## config.mk

```make
export PLATFORM = sky130hd
export DESIGN_NAME = seq_add_sub
export DESIGN_NICKNAME = d
export VERILOG_FILES = /design/src/rtl/seq_add_sub.sv
export SDC_FILE = /design/constraint.sdc
export NUM_CORES = 1
export LEC_CHECK = 0
export BUFFER_PORTS_ARGS = -buffer_cell sky130_fd_sc_hd__buf_4
export CORE_AREA = 2 2 67 69
export CTS_BUF_LIST = sky130_fd_sc_hd__clkbuf_2 sky130_fd_sc_hd__clkbuf_4 sky130_fd_sc_hd__clkbuf_8
export DETAILED_ROUTE_END_ITERATION = 8
export DIE_AREA = 0 0 69 71
export PLACE_DENSITY_LB_ADDON = 0.05
export SKIP_CTS_REPAIR_TIMING = 1
export SKIP_LAST_GASP = 1
export SYNTH_ARGS = -nofsm -noshare
export SYNTH_HDL_FRONTEND = slang
export SYNTH_SLANG_ARGS = --single-unit
```

## constraint.sdc

```tcl
create_clock -name clk -period 5.28 [get_ports clk]
set_input_delay 1.056 -clock clk [delete_from_list [all_inputs] [get_ports clk]]
set_output_delay 1.056 -clock clk [all_outputs]
set_load 0.02 [all_outputs]
```

## src/rtl/seq_add_sub.sv

```systemverilog
// Multi-cycle adder/subtractor: a WIDTH-bit operand pair is processed CHUNK bits per
// clock through one CHUNK-bit ripple stage with a registered carry between slices.
module seq_add_sub #(
    parameter int WIDTH = 9,
    parameter int CHUNK = 3
) (
    input  logic             clk,
    input  logic             rst_n,
    input  logic             start,
    input  logic             sub,
    input  logic [WIDTH-1:0] x,
    input  logic [WIDTH-1:0] y,
    input  logic             cin,
    output logic             ready,
    output logic             done,
    output logic [WIDTH-1:0] z,
    output logic             cout,
    output logic             ovf,
    output logic             zero,
    output logic [1:0]       o_state
);

    localparam int NSLICE = (CHUNK < 1) ? 1 : WIDTH / CHUNK;
    localparam int CW     = (NSLICE > 1) ? $clog2(NSLICE) : 1;

    generate
        if (CHUNK < 1 || (WIDTH % ((CHUNK < 1) ? 1 : CHUNK)) != 0) begin : g_bad_param
            $error("seq_add_sub: CHUNK must be >= 1 and divide WIDTH");
        end
    endgenerate

    typedef enum logic [1:0] {
        S_IDLE = 2'd0,
        S_RUN  = 2'd1,
        S_DONE = 2'd2
    } state_t;

    state_t           r_state;
    state_t           w_state_nxt;
    logic [WIDTH-1:0] r_x;
    logic [WIDTH-1:0] r_y;
    logic [WIDTH-1:0] r_z;
    logic             r_carry;
    logic [CW-1:0]    r_cnt;
    logic             r_cout;
    logic             r_ovf;
    logic             r_zero;

    logic             w_last;
    logic [CHUNK-1:0] w_xs;
    logic [CHUNK-1:0] w_ys;
    logic [CHUNK:0]   w_sum;
    logic [WIDTH-1:0] w_z_nxt;

    assign w_last = (r_cnt == CW'(NSLICE - 1));

    // Current slice of the ripple stage; w_z_nxt is the full result as it will
    // stand after this edge, so flags on the final slice see every bit.
    always_comb begin
        w_xs    = r_x[r_cnt*CHUNK +: CHUNK];
        w_ys    = r_y[r_cnt*CHUNK +: CHUNK];
        w_sum   = {1'b0, w_xs} + {1'b0, w_ys} + {{CHUNK{1'b0}}, r_carry};
        w_z_nxt = r_z;
        w_z_nxt[r_cnt*CHUNK +: CHUNK] = w_sum[CHUNK-1:0];
    end

    always_ff @(posedge clk or negedge rst_n) begin
        if (!rst_n) begin
            r_state <= S_IDLE;
        end else begin
            r_state <= w_state_nxt;
        end
    end

    always_comb begin
        w_state_nxt = r_state;
        case (r_state)
            S_IDLE:  if (start) w_state_nxt = S_RUN;
            S_RUN:   if (w_last) w_state_nxt = S_DONE;
            S_DONE:  w_state_nxt = S_IDLE;
            default: w_state_nxt = S_IDLE;
        endcase
    end

    // Subtraction is folded into the operands at accept: x + ~y + ~cin == x - y - cin.
    always_ff @(posedge clk or negedge rst_n) begin
        if (!rst_n) begin
            r_x     <= '0;
            r_y     <= '0;
            r_z     <= '0;
            r_carry <= 1'b0;
            r_cnt   <= '0;
            r_cout  <= 1'b0;
            r_ovf   <= 1'b0;
            r_zero  <= 1'b0;
        end else begin
            case (r_state)
                S_IDLE: begin
                    if (start) begin
                        r_x     <= x;
                        r_y     <= sub ? ~y : y;
                        r_carry <= cin ^ sub;
                        r_cnt   <= '0;
                    end
                end
                S_RUN: begin
                    r_z     <= w_z_nxt;
                    r_carry <= w_sum[CHUNK];
                    r_cnt   <= r_cnt + CW'(1);
                    if (w_last) begin
                        r_cout <= w_sum[CHUNK];
                        r_ovf  <= (r_x[WIDTH-1] == r_y[WIDTH-1]) &&
                                  (w_z_nxt[WIDTH-1] != r_x[WIDTH-1]);
                        r_zero <= (w_z_nxt == '0);
                    end
                end
                default: ;
            endcase
        end
    end

    assign ready   = (r_state == S_IDLE);
    assign done    = (r_state == S_DONE);
    assign z       = r_z;
    assign cout    = r_cout;
    assign ovf     = r_ovf;
    assign zero    = r_zero;
    assign o_state = r_state;

endmodule

```

== Word level (Yosys, flattened, before mapping) ==
Index checks and enable logic that the tools add are counted.
Word-level totals
  register bits after elaboration: 35
  input port bits: 23
  output and inout bits: 16
  word-level logic and storage cells: 44
Cells by class
  add/subtract/negate cells: 4
  $mul: 1
  equality and inequality tests: 7
  shift-type cells: 4
  mux-type cells: 9
  bitwise gates (word level): 2
  reductions and logical operators: 8
Operator list (count)
  4-bit negator with 34-bit output: 1
  3-bit by 34-bit variable shift with 9-bit output (first input constant): 1
  3-bit by 34-bit variable part select with 9-bit output: 1
  9-bit by 5-bit variable part select with 3-bit output: 2
  9-bit bitwise mux: 1
  9-bit zero test: 1
  9-bit 2-to-1 mux: 1
  9-bit inverter: 1
  2-bit case mux with 2 select lines: 2
  2-bit AND reduction: 4
  2-bit 2-to-1 mux: 3
  3-bit by 3-bit adder with 4-bit output: 1
  4-bit by 1-bit adder with 4-bit output: 1
  2-bit equality test (second input constant): 2
  2-bit by 2-bit multiplier with 4-bit output (second input constant): 1
  2-bit != test (second input constant): 2
  2-bit by 1-bit adder with 2-bit output (second input constant): 1
  2-bit by 1-bit equality test with 1-bit output (second input constant): 1
  2-bit zero test: 1
  1-bit case mux with 2 select lines: 1
  2-bit nonzero test: 1
  1-bit equality test: 1
  1-bit logical AND: 1
  1-bit 2-to-1 mux: 1
  2 further kinds: 2

== Depth between registers and ports, before layout ==
Gate-level depths: netlist (run 1).
  depth in word-level cells: 8
  gate-level depth with buffers: 11
  mapped depth without buffers: 11

== Least setup slack after synthesis (run 1) ==
Ideal clock, no wire load.
  path type: flip-flop to flip-flop
  from: reg r_cnt[0]
  to: reg r_ovf, in the netlist ovf
  library setup time: 0.073 ns
  arrival time: 2.394 ns
  data required time: 5.207 ns
  path slack: 2.813 ns
  stages on the path, launching flop included: 12
  path buffers: 0
  cell sequence: dfrtp_1 > inv_1 > nor2_1 > nand2_1 > o21ai_0 > fa_1 > inv_1 > fa_1 > xnor2_1 > a31oi_1 > or3_1 > a2bb2oi_2
Between the ends
  word-level cells in the longest chain between the ends: 8
  elaborated cells on any way between the ends: 13
  classes of those cells: add/sub: 3; mul: 1; eq/ne: 2; shift: 4; mux: 1; reduce/logical: 2
RTL lines
  from (decl): RTL line 44  | logic [CW-1:0] r_cnt;
  from (signal assigned): RTL line 109  | r_cnt <= r_cnt + CW'(1);
  2-bit by 2-bit multiplier with 4-bit output: RTL line 60, 61, 64
  9-bit by 5-bit variable part select with 3-bit output (on tied branches): RTL line 60, 61
  3-bit by 3-bit adder with 4-bit output: RTL line 62  | w_sum = {1'b0, w_xs} + {1'b0, w_ys} + {{CHUNK{1'b0}}, r_carry};
  4-bit by 1-bit adder with 4-bit output: RTL line 62
  3-bit by 34-bit variable part select with 9-bit output: RTL line 64  | w_z_nxt[r_cnt*CHUNK +: CHUNK] = w_sum[CHUNK-1:0];
  9-bit bitwise mux: RTL line 64
  1-bit != test: RTL line 113  | (w_z_nxt[WIDTH-1] != r_x[WIDTH-1]);
  1-bit logical AND: RTL line 112  | r_ovf <= (r_x[WIDTH-1] == r_y[WIDTH-1]) &&
  to (signal assigned): RTL line 112
  to (decl): RTL line 46  | logic r_ovf;
Parallel ways exist; a longest one is shown, timed or not.
A chain may end at the register's enable or synchronous reset.

== Worst setup path after layout (run 1) ==
Ends and elaborated chain as after synthesis.

==> results.json, run 1 <==
{
  "vias": 1440,
  "ys_types": 33,
  "syn2layout_area_growth_pct": 21.3,
  "overflow": 0,
  "cts_tree": "yes",
  "worstSetupStartpointType": "flop",
  "hold_viol": 0,
  "drive_gt1_frac": 0.198,
  "yosysTopAreaCell": "dfrtp_1",
  "root_buffer": "clkbuf_8",
  "fmax_ghz": 0.334,
  "ctsHtreeMaxLevel": 2,
  "io_pins": 39,
  "crit_fanout": 16,
  "ys_warn_count": 0,
  "clkTransAtPathRegs_ps": 70,
  "clk_latency_ps": 280,
  "crit_path_end_kind": "flop",
  "post_dp_cell_area_mm2": 0.00214,
  "rrSetupSlack_ps": 2280,
  "worstPathCellList": "inv_1, nor2_1, nand2_1, o21ai_0, fa_1, inv_1, fa_1, xnor2_1, a31oi_1, or3_1, a2bb2oi_2",
  "cellPowerDensity_mw_per_mm2": 625,
  "ys_seq_area_frac": 0.480,
  "r2r_cells": 11,
  "hp-class": "reg -> reg",
  "syn_area_mm2": 0.00182,
  "worstMarginPinSlew_ps": 875,
  "die_x_um": 69,
  "critPathSlowestCell": "dfrtp_1",
  "ctsLongestPathBuffers": 2,
  "slowest_delay_ps": 640,
  "ant_nets": 0,
  "num_rows": 24,
  "numCtsBuffers": 5,
  "synth_seq_cells": 35,
  "status": "finished, final reports clean",
  "post_drt_via_cell_ratio": 5.07,
  "die_h_um": 71,
  "n_antenna_cell": 0,
  "syn_nets": 228,
  "setup_tns_ps": 0,
  "wl_per_cell_um": 13.5,
  "reg2reg_to": "ovf",
  "p_leak_nw": 1.08,
  "grt_pass1_vias": 1467,
  "fin_nets": 265,
  "slew_violations": 0,
  "syn_area_per_cell_um2": 9.30,
  "crit_start": "r_cnt[0]",
  "setup-violations-final": 0,
  "netlist_instances": 196,
  "antenna_found_initial": 0,
  "final_common_cell": "nand2_1",
  "core_area_mm2": 0.00420,
  "final.min_clock_period_ps": 3000,
  "r2r-start": "r_cnt[0]",
  "grt_pass1_wl_um": 6780,
  "detail_route.first_pass.iterations": 4,
  "gp_congestion": 0.935,
  "drt-initial-drc-count": 60,
  "maxCapViolations": 0,
  "yosysTopAreaCellShare": 0.480,
  "grt_usage": 0.176,
  "rsz0062_at_grt": "false",
  "vdd_drop_max_mv": 0.208,
  "cts.sinks": 35,
  "placement.io_buffers": 38,
  "final_cell_mix": "nand2_1, buf_4, dfrtp_1",
  "initial_utilization": 0.434,
  "wirelength_um": 3840,
  "grt_max_degree": 36,
  "synth_area_leaders": "dfrtp_1, nand2_1, o21ai_0",
  "crit_required_ps": 5490,
  "hold_ws_ps": 482,
  "worstSetupPathType": "reg -> reg",
  "slew_headroom": 0.415,
  "finalInstanceArea_mm2": 0.00221,
  "route.detailed.drc": 0,
  "skew_ps": 2.93,
  "critPathArrivalTime_ps": 3210,
  "fin_crit_sh": 0.567,
  "critPathCapture": "ovf",
  "dp_hpwl_um": 2890,
  "die_area_mm2": 0.00490
}
==> layout make-up <==
type	count	area, um2
sequential	35	876
fill	415	1990
tap	52	65.1
multi-input combinational	146	883
timing repair buffer	38	285
inverter	7	26.3
clock buffer	6	76.3
==> metal layers <==
layer,GRT usage,wire (um),part of all wire,vias to the layer above
met3,0.0484,171,0.044,7
met1,0.215,1710,0.45,675
met2,0.292,1890,0.49,33
met5,0,0,0,-
met4,0.0806,70,0.018,0
li1,-,-,-,725
==> critical path, delay by kind of cell, from the launching register on <==
family                     cells  cell delay (ps)
and+or+nand+nor                3              740
adders and majority gates      2              670
DFF                            1              640
AOI/OAI and AO/OA              3              390
buffers and inverters          2              260
xor gates and xnor gates       1              220
==> logic make-up after synthesis <==
| family | Yosys count | share of synthesized area |
|---|---|---|
| xor+xnor | 12 | 0.0577 |
| mux | 6 | 0.0329 |
| buf+inv | 15 | 0.0350 |
| simple gates | 80 | 0.196 |
| compound gates | 39 | 0.128 |
| fa+ha+maj | 9 | 0.0700 |
| flops | 35 | 0.480 |
==> cell usage after synthesis <==
| master | number |
|---|---|
| nand2_1 | 58 |
| dfrtp_1 | 35 |
| o21ai_0 | 22 |
| xnor2_1 | 11 |
| ha_1 | 7 |
| inv_1 | 7 |
| mux2i_1 | 6 |
| nor2_1 | 5 |
| o31ai_1 | 5 |
| clkbuf_1 | 4 |
| a21oi_1 | 3 |
| a31oi_1 | 3 |
| buf_2 | 3 |
| nand3_1 | 3 |
| nor3_1 | 3 |
| fa_1 | 2 |
| nor2b_1 | 2 |
| o22ai_1 | 2 |
| a21o_1 | 1 |
| a2bb2oi_2 | 1 |
| a32oi_1 | 1 |
| and2_1 | 1 |
| and2b_1 | 1 |
| buf_4 | 1 |
| nand2b_1 | 1 |
| nand3b_1 | 1 |
| nand4_1 | 1 |
| nand4b_1 | 1 |
| nor3b_4 | 1 |
| nor4bb_1 | 1 |
| o221ai_1 | 1 |
| or3_1 | 1 |
| xor2_1 | 1 |
==> state kept, by name, indices dropped and copies added, names as in the netlist <==
name,count
cout,1
o_state,2
ovf,1
r_carry,1
r_cnt,2
r_x,9
r_y,9
z,9
zero,1
==> power by group <==
| group | internal (mW) | switching [mW] |
|---|---|---|
| clock network | 0.0930 | 0.0886 |
| registers | 0.381 | 0.103 |
| logic | 0.289 | 0.427 |
| total | 0.764 | 0.619 |
==> worst min-delay path by stage <==
stage | start | endpoint | slack (ps) | cells after the start
after floorplan | r_x[0] | r_x[0] | 440 | 2
after global placement | r_x[2] | r_x[2] | 470 | 2
after detailed placement | r_x[7] | r_x[7] | 470 | 2
after CTS | r_x[7] | r_x[7] | 480 | 2
after global routing | r_x[5] | r_x[5] | 510 | 2
final | zero | zero | 480 | 2
==> metrics by stage <==
step	utilization	worst slack (ps)	power, mW	std cells
after floorplan	-	2810	0.990	196
after global placement	0.508	2460	1.20	278
after detailed placement	0.508	2280	1.22	278
after CTS	0.526	2260	1.40	284
after global routing	0.526	2040	1.52	284
final	0.526	2280	1.38	284
Power figures use the tool's default switching activity.
==> run 2: changes to the inputs <==
--- a/config.mk
+++ b/config.mk
@@ -5,11 +5,12 @@
 export SDC_FILE = /design/constraint.sdc
 export NUM_CORES = 1
 export LEC_CHECK = 0
+export ABC_AREA = 1
 export BUFFER_PORTS_ARGS = -buffer_cell sky130_fd_sc_hd__buf_4
-export CORE_AREA = 2 2 67 69
+export CORE_AREA = 2 2 70 72
 export CTS_BUF_LIST = sky130_fd_sc_hd__clkbuf_2 sky130_fd_sc_hd__clkbuf_4 sky130_fd_sc_hd__clkbuf_8
 export DETAILED_ROUTE_END_ITERATION = 8
-export DIE_AREA = 0 0 69 71
+export DIE_AREA = 0 0 72 74
 export PLACE_DENSITY_LB_ADDON = 0.05
 export SKIP_CTS_REPAIR_TIMING = 1
 export SKIP_LAST_GASP = 1
==> constraint.sdc (replaced) <==
create_clock -name clk -period 3.1 [get_ports clk]
set_input_delay 0.62 -clock clk [delete_from_list [all_inputs] [get_ports clk]]
set_output_delay 0.62 -clock clk [all_outputs]
set_load 0.02 [all_outputs]
==> results.json, run 2 <==
{
  "hp-class": "in -> async",
  "slew_violations": 0,
  "grt_pass1_wl_um": 7440,
  "skew_ps": 5.49,
  "placement.io_buffers": 38,
  "ys_warn_count": 0,
  "fin_nets": 314,
  "grt_usage": 0.183,
  "dp_hpwl_um": 3230,
  "fillers": 450,
  "n_antenna_cell": 0,
  "syn_area_per_cell_um2": 8.12,
  "slew_headroom": 0.635,
  "route.detailed.drc": 0,
  "critPathArrivalTime_ps": 2880,
  "ctsLongestPathBuffers": 2,
  "overflow": 0,
  "setup-violations-final": 0,
  "p_leak_nw": 1.20,
  "final.min_clock_period_ps": 2700,
  "setup_tns_ps": 0,
  "ys.flop_type": "dfrtp_1",
  "crit_fanout": 13,
  "status": "finished, final reports clean",
  "synth_edf_count": 0,
  "ys_types": 30,
  "worstMarginPinSlew_ps": 547,
  "io_pins": 39,
  "die_x_um": 72,
  "worstSetupStartpointType": "flop",
  "detail_route.first_pass.iterations": 4,
  "die_h_um": 74,
  "clkTransAtPathRegs_ps": 70,
  "netlist_instances": 242,
  "gp_congestion": 0.826,
  "grt_max_degree": 36,
  "ant_nets": 0,
  "ctsHtreeMaxLevel": 2,
  "wirelength_um": 4250,
  "fmax_ghz": 0.370,
  "final_cell_mix": "nand2_1, buf_4, dfrtp_1",
  "synth_seq_cells": 35,
  "post_drt_via_cell_ratio": 4.85,
  "drt-initial-drc-count": 81,
  "vias": 1625,
  "synth_area_leaders": "dfrtp_1, nand2_1, ha_1",
  "final_common_cell": "nand2_1",
  "ys_seq_area_frac": 0.446,
  "core_area_mm2": 0.00460,
  "clk_latency_ps": 280,
  "maxCapViolations": 0,
  "synthTopCellsByCount": "nand2_1, dfrtp_1, inv_1, nor2_1, o21ai_0",
  "cts.sinks": 35,
  "vdd_drop_max_mv": 0.423,
  "num_rows": 25,
  "syn2layout_area_growth_pct": 20.4,
  "cts_tree": "yes",
  "worstSetupPathType": "reg -> reg",
  "crit_path_end_kind": "flop",
  "yosysTopAreaCell": "dfrtp_1",
  "fin_crit_sh": 0.872,
  "syn_nets": 274,
  "rsz0062_at_grt": "false",
  "cellPowerDensity_mw_per_mm2": 1110,
  "grt_pass1_vias": 1603,
  "synthArstFlopShare": 1.00,
  "initial_utilization": 0.427,
  "yosysMostFrequentCell": "nand2_1",
  "hold_viol": 0,
  "antenna_found_initial": 0,
  "crit_required_ps": 3270,
  "fin_util": 0.515,
  "numCtsBuffers": 5,
  "root_buffer": "clkbuf_8",
  "syn_area_mm2": 0.00197,
  "drive_gt1_frac": 0.231,
  "wl_per_cell_um": 12.7,
  "yosysTopAreaCellShare": 0.446,
  "die_area_mm2": 0.00533
}
==> run 2: cell types whose count changed after synthesis, moves of 5 or more <==
cell     before  now
inv_1         7   22
inv_2         0    5
mux2i_1       6    0
nand2_1      58   73
nor2_1        5   22
o21ai_0      22   14
o21ai_1       0   10
o31ai_1       5    0
==> run 2: critical path, cell delays in order, from the launching register on <==
cell and delay [ps]:
dfrtp_1 630, inv_2 210, nor2_1 130, o21ai_0 130
fa_1 440, inv_1 90, fa_1 430, nor2_1 170
a21boi_0 130, nand2_1 90, nor2_2 40, nand3_1 50
nand2_1 50
==> run 2: layout make-up <==
| class | instances | area [um2] | area share |
|---|---|---|---|
| inverters | 27 | 101 | 0.0428 |
| repair buffers | 39 | 293 | 0.124 |
| clock buffers | 6 | 76.3 | 0.0323 |
| well taps | 54 | 67.6 | 0.0286 |
| flip-flops and latches | 35 | 876 | 0.370 |
| multi-input cells | 174 | 952 | 0.402 |
==> run 2: worst paths after layout <==
path | startpoint | slack [ps] | cells after the start | to
setup / recovery | r_cnt[0] | 400 | 12 | zero
hold / removal | rst_n | 270 | 1 | z[6]
setup reg to reg | r_cnt[0] | 400 | 12 | zero
hold reg to reg | r_x[2] | 480 | 2 | r_x[2]
max in group asynchronous | rst_n | 2500 | 1 | r_x[5]
min in group clk | r_x[2] | 480 | 2 | r_x[2]
==> run 2: through the flow <==
stage	std cells	hold WS (ps)	total power, mW	area, um2	worst slack [ps]
final	335	272	2.64	2370	398
after global routing	335	313	2.93	2370	178
after CTS	335	294	2.67	2370	402
after detailed placement	329	463	2.35	2290	423
after global placement	329	461	2.33	2290	508
after floorplan	242	324	1.93	1970	797
==> run 2: metal layers <==
metal  wire [um]  vias to the layer above  track usage
met1        1930                      745        0.223
met5           0                        -            0
met4          68                        0       0.0797
li1            -                      843            -
met2        2110                       30        0.311
met3         148                        7       0.0447
==> run 2: power by group <==
part           internal [mW]  total, mW  switching [mW]
clock                  0.158      0.312           0.153
combinational          0.566       1.49           0.928
sequential             0.666      0.832           0.166
total                   1.39       2.64            1.25
==> run 2: cell families after synthesis <==
kind of cell | synth area share
AOI/OAI and AO/OA | 0.120
buffers and inverters | 0.0700
adders and majority gates | 0.0649
xor gates and xnor gates | 0.0446
and+or+nand+nor | 0.255
DFF | 0.446
==> run 3: changes to the inputs <==
--- a/config.mk
+++ b/config.mk
@@ -11,7 +11,7 @@
 export CTS_BUF_LIST = sky130_fd_sc_hd__clkbuf_2 sky130_fd_sc_hd__clkbuf_4 sky130_fd_sc_hd__clkbuf_8
 export DETAILED_ROUTE_END_ITERATION = 8
 export DIE_AREA = 0 0 72 74
-export PLACE_DENSITY_LB_ADDON = 0.05
+export PLACE_DENSITY = 0.74
 export SKIP_CTS_REPAIR_TIMING = 1
 export SKIP_LAST_GASP = 1
 export SYNTH_ARGS = -nofsm -noshare
==> results.json, run 3 (synthesized netlist as in run 2, its figures left out) <==
{
  "crit_path_end_kind": "flop",
  "wirelength_um": 4070,
  "hp-class": "in -> async",
  "cts_tree": "yes",
  "post_drt_via_cell_ratio": 4.84,
  "fin_crit_sh": 0.866,
  "critPathArrivalTime_ps": 2870,
  "placement.io_buffers": 38,
  "ctsHtreeMaxLevel": 2,
  "final_cell_mix": "nand2_1, buf_4, dfrtp_1",
  "worstSetupStartpointType": "flop",
  "core_area_mm2": 0.00460,
  "final_common_cell": "nand2_1",
  "grt_use_met2": 0.280,
  "grt_usage": 0.173,
  "grt_max_degree": 36,
  "antenna_found_initial": 0,
  "use_met1": 0.228,
  "gp_congestion": 0.870,
  "skew_ps": 7.43,
  "top_usage_layer": "met2",
  "setup-violations-final": 0,
  "overflow": 0,
  "detail_route.first_pass.iterations": 4,
  "ctsLongestPathBuffers": 2,
  "n_antenna_cell": 0,
  "drive_gt1_frac": 0.237,
  "p_seq_frac": 0.314,
  "power.switching_fraction": 0.472,
  "cts.sinks": 35,
  "p_sw_mw": 1.26,
  "initial_utilization": 0.427,
  "vias": 1632,
  "hold_viol": 0,
  "syn2layout_area_growth_pct": 21.0,
  "num_rows": 25,
  "intPower_mw": 1.41,
  "io_pins": 39,
  "crit_required_ps": 3290,
  "ant_nets": 0,
  "fin_nets": 314,
  "rsz0062_at_grt": "false",
  "die_h_um": 74,
  "worstMarginPinSlew_ps": 473,
  "maxCapViolations": 0,
  "worstSetupPathType": "reg -> reg",
  "final_cells": 337,
  "root_buffer": "clkbuf_8",
  "grt_use_met3": 0.0379,
  "grt_pass1_vias": 1579,
  "crit_fanout": 13,
  "hold_ws_ps": 267,
  "grt_pass1_wl_um": 7170,
  "route.detailed.drc": 0,
  "die_area_mm2": 0.00533,
  "r2r_cells": 12,
  "final.min_clock_period_ps": 2680,
  "clkTransAtPathRegs_ps": 70,
  "numCtsBuffers": 5,
  "clk_latency_ps": 290,
  "die_x_um": 72,
  "setup_tns_ps": 0,
  "dp_hpwl_um": 3170,
  "vdd_drop_max_mv": 0.403,
  "total_power_mw": 2.66,
  "comb_power_share": 0.561,
  "status": "finished, final reports clean",
  "clock_power_share": 0.126,
  "drt-initial-drc-count": 110,
  "slew_headroom": 0.685,
  "slew_violations": 0,
  "fillers": 445,
  "fmax_ghz": 0.373,
  "wl_per_cell_um": 12.1,
  "dp_cells": 329,
  "cellPowerDensity_mw_per_mm2": 1120,
  "p_leak_nw": 1.21
}
==> run 3: path summary, 6_finish.rpt <==
check / slack [ps] / startpoint / to
min: 270 / rst_n / zero
min in group clk: 470 / r_x[4] / r_x[4]
max: 420 / r_cnt[0] / zero
max in group asynchronous: 2510 / rst_n / z[3]
max reg2reg: 420 / r_cnt[0] / zero
min reg2reg: 470 / r_x[4] / r_x[4]
==> run 3: routing by layer <==
| layer | up-vias | wire [um] |
|---|---|---|
| li1 | 841 | - |
| met5 | - | 0 |
| met3 | 7 | 203 |
| met4 | 0 | 64 |
| met2 | 48 | 1970 |
| met1 | 736 | 1840 |
==> run 3: cell type report <==
| cell class | instances | area [um2] | share of cell area |
|---|---|---|---|
| multi-input combinational | 174 | 952 | 0.400 |
| sequential | 35 | 876 | 0.368 |
| timing repair buffer | 39 | 293 | 0.123 |
| inverter | 27 | 101 | 0.0426 |
| clock buffer | 7 | 83.8 | 0.0352 |
| tap | 54 | 67.6 | 0.0284 |
| clock inverter | 1 | 5.00 | 0.00210 |
==> run 3: power groups by stage <==
stage / Clock (mW) / Sequential [mW] / Combinational (mW)
6_report: 0.334 / 0.835 / 1.49
5_1_grt: 0.359 / 0.862 / 1.71
4_1_cts: 0.341 / 0.836 / 1.51
3_5_place_dp: 0 / 0.845 / 1.50
3_3_place_gp: 0 / 0.838 / 1.46
2_1_floorplan: 0 / 0.869 / 1.06
==> run 3: through the flow <==
step	setup slack [ps]	util	cell area [um2]
after floorplan	797	-	1970
after global placement	529	0.498	2290
after detailed placement	432	0.498	2290
after CTS	423	0.517	2380
after global routing	113	0.517	2380
final	416	0.517	2380
==> run 3: worst max-delay path, cell delays in order (launching register included) <==
cell	delay, ps
dfrtp_1	640
inv_2	210
nor2_1	130
o21ai_0	140
fa_1	430
inv_1	90
fa_1	420
nor2_1	170
a21boi_0	130
nand2_1	90
nor2_2	40
nand3_1	50
nand2_1	50
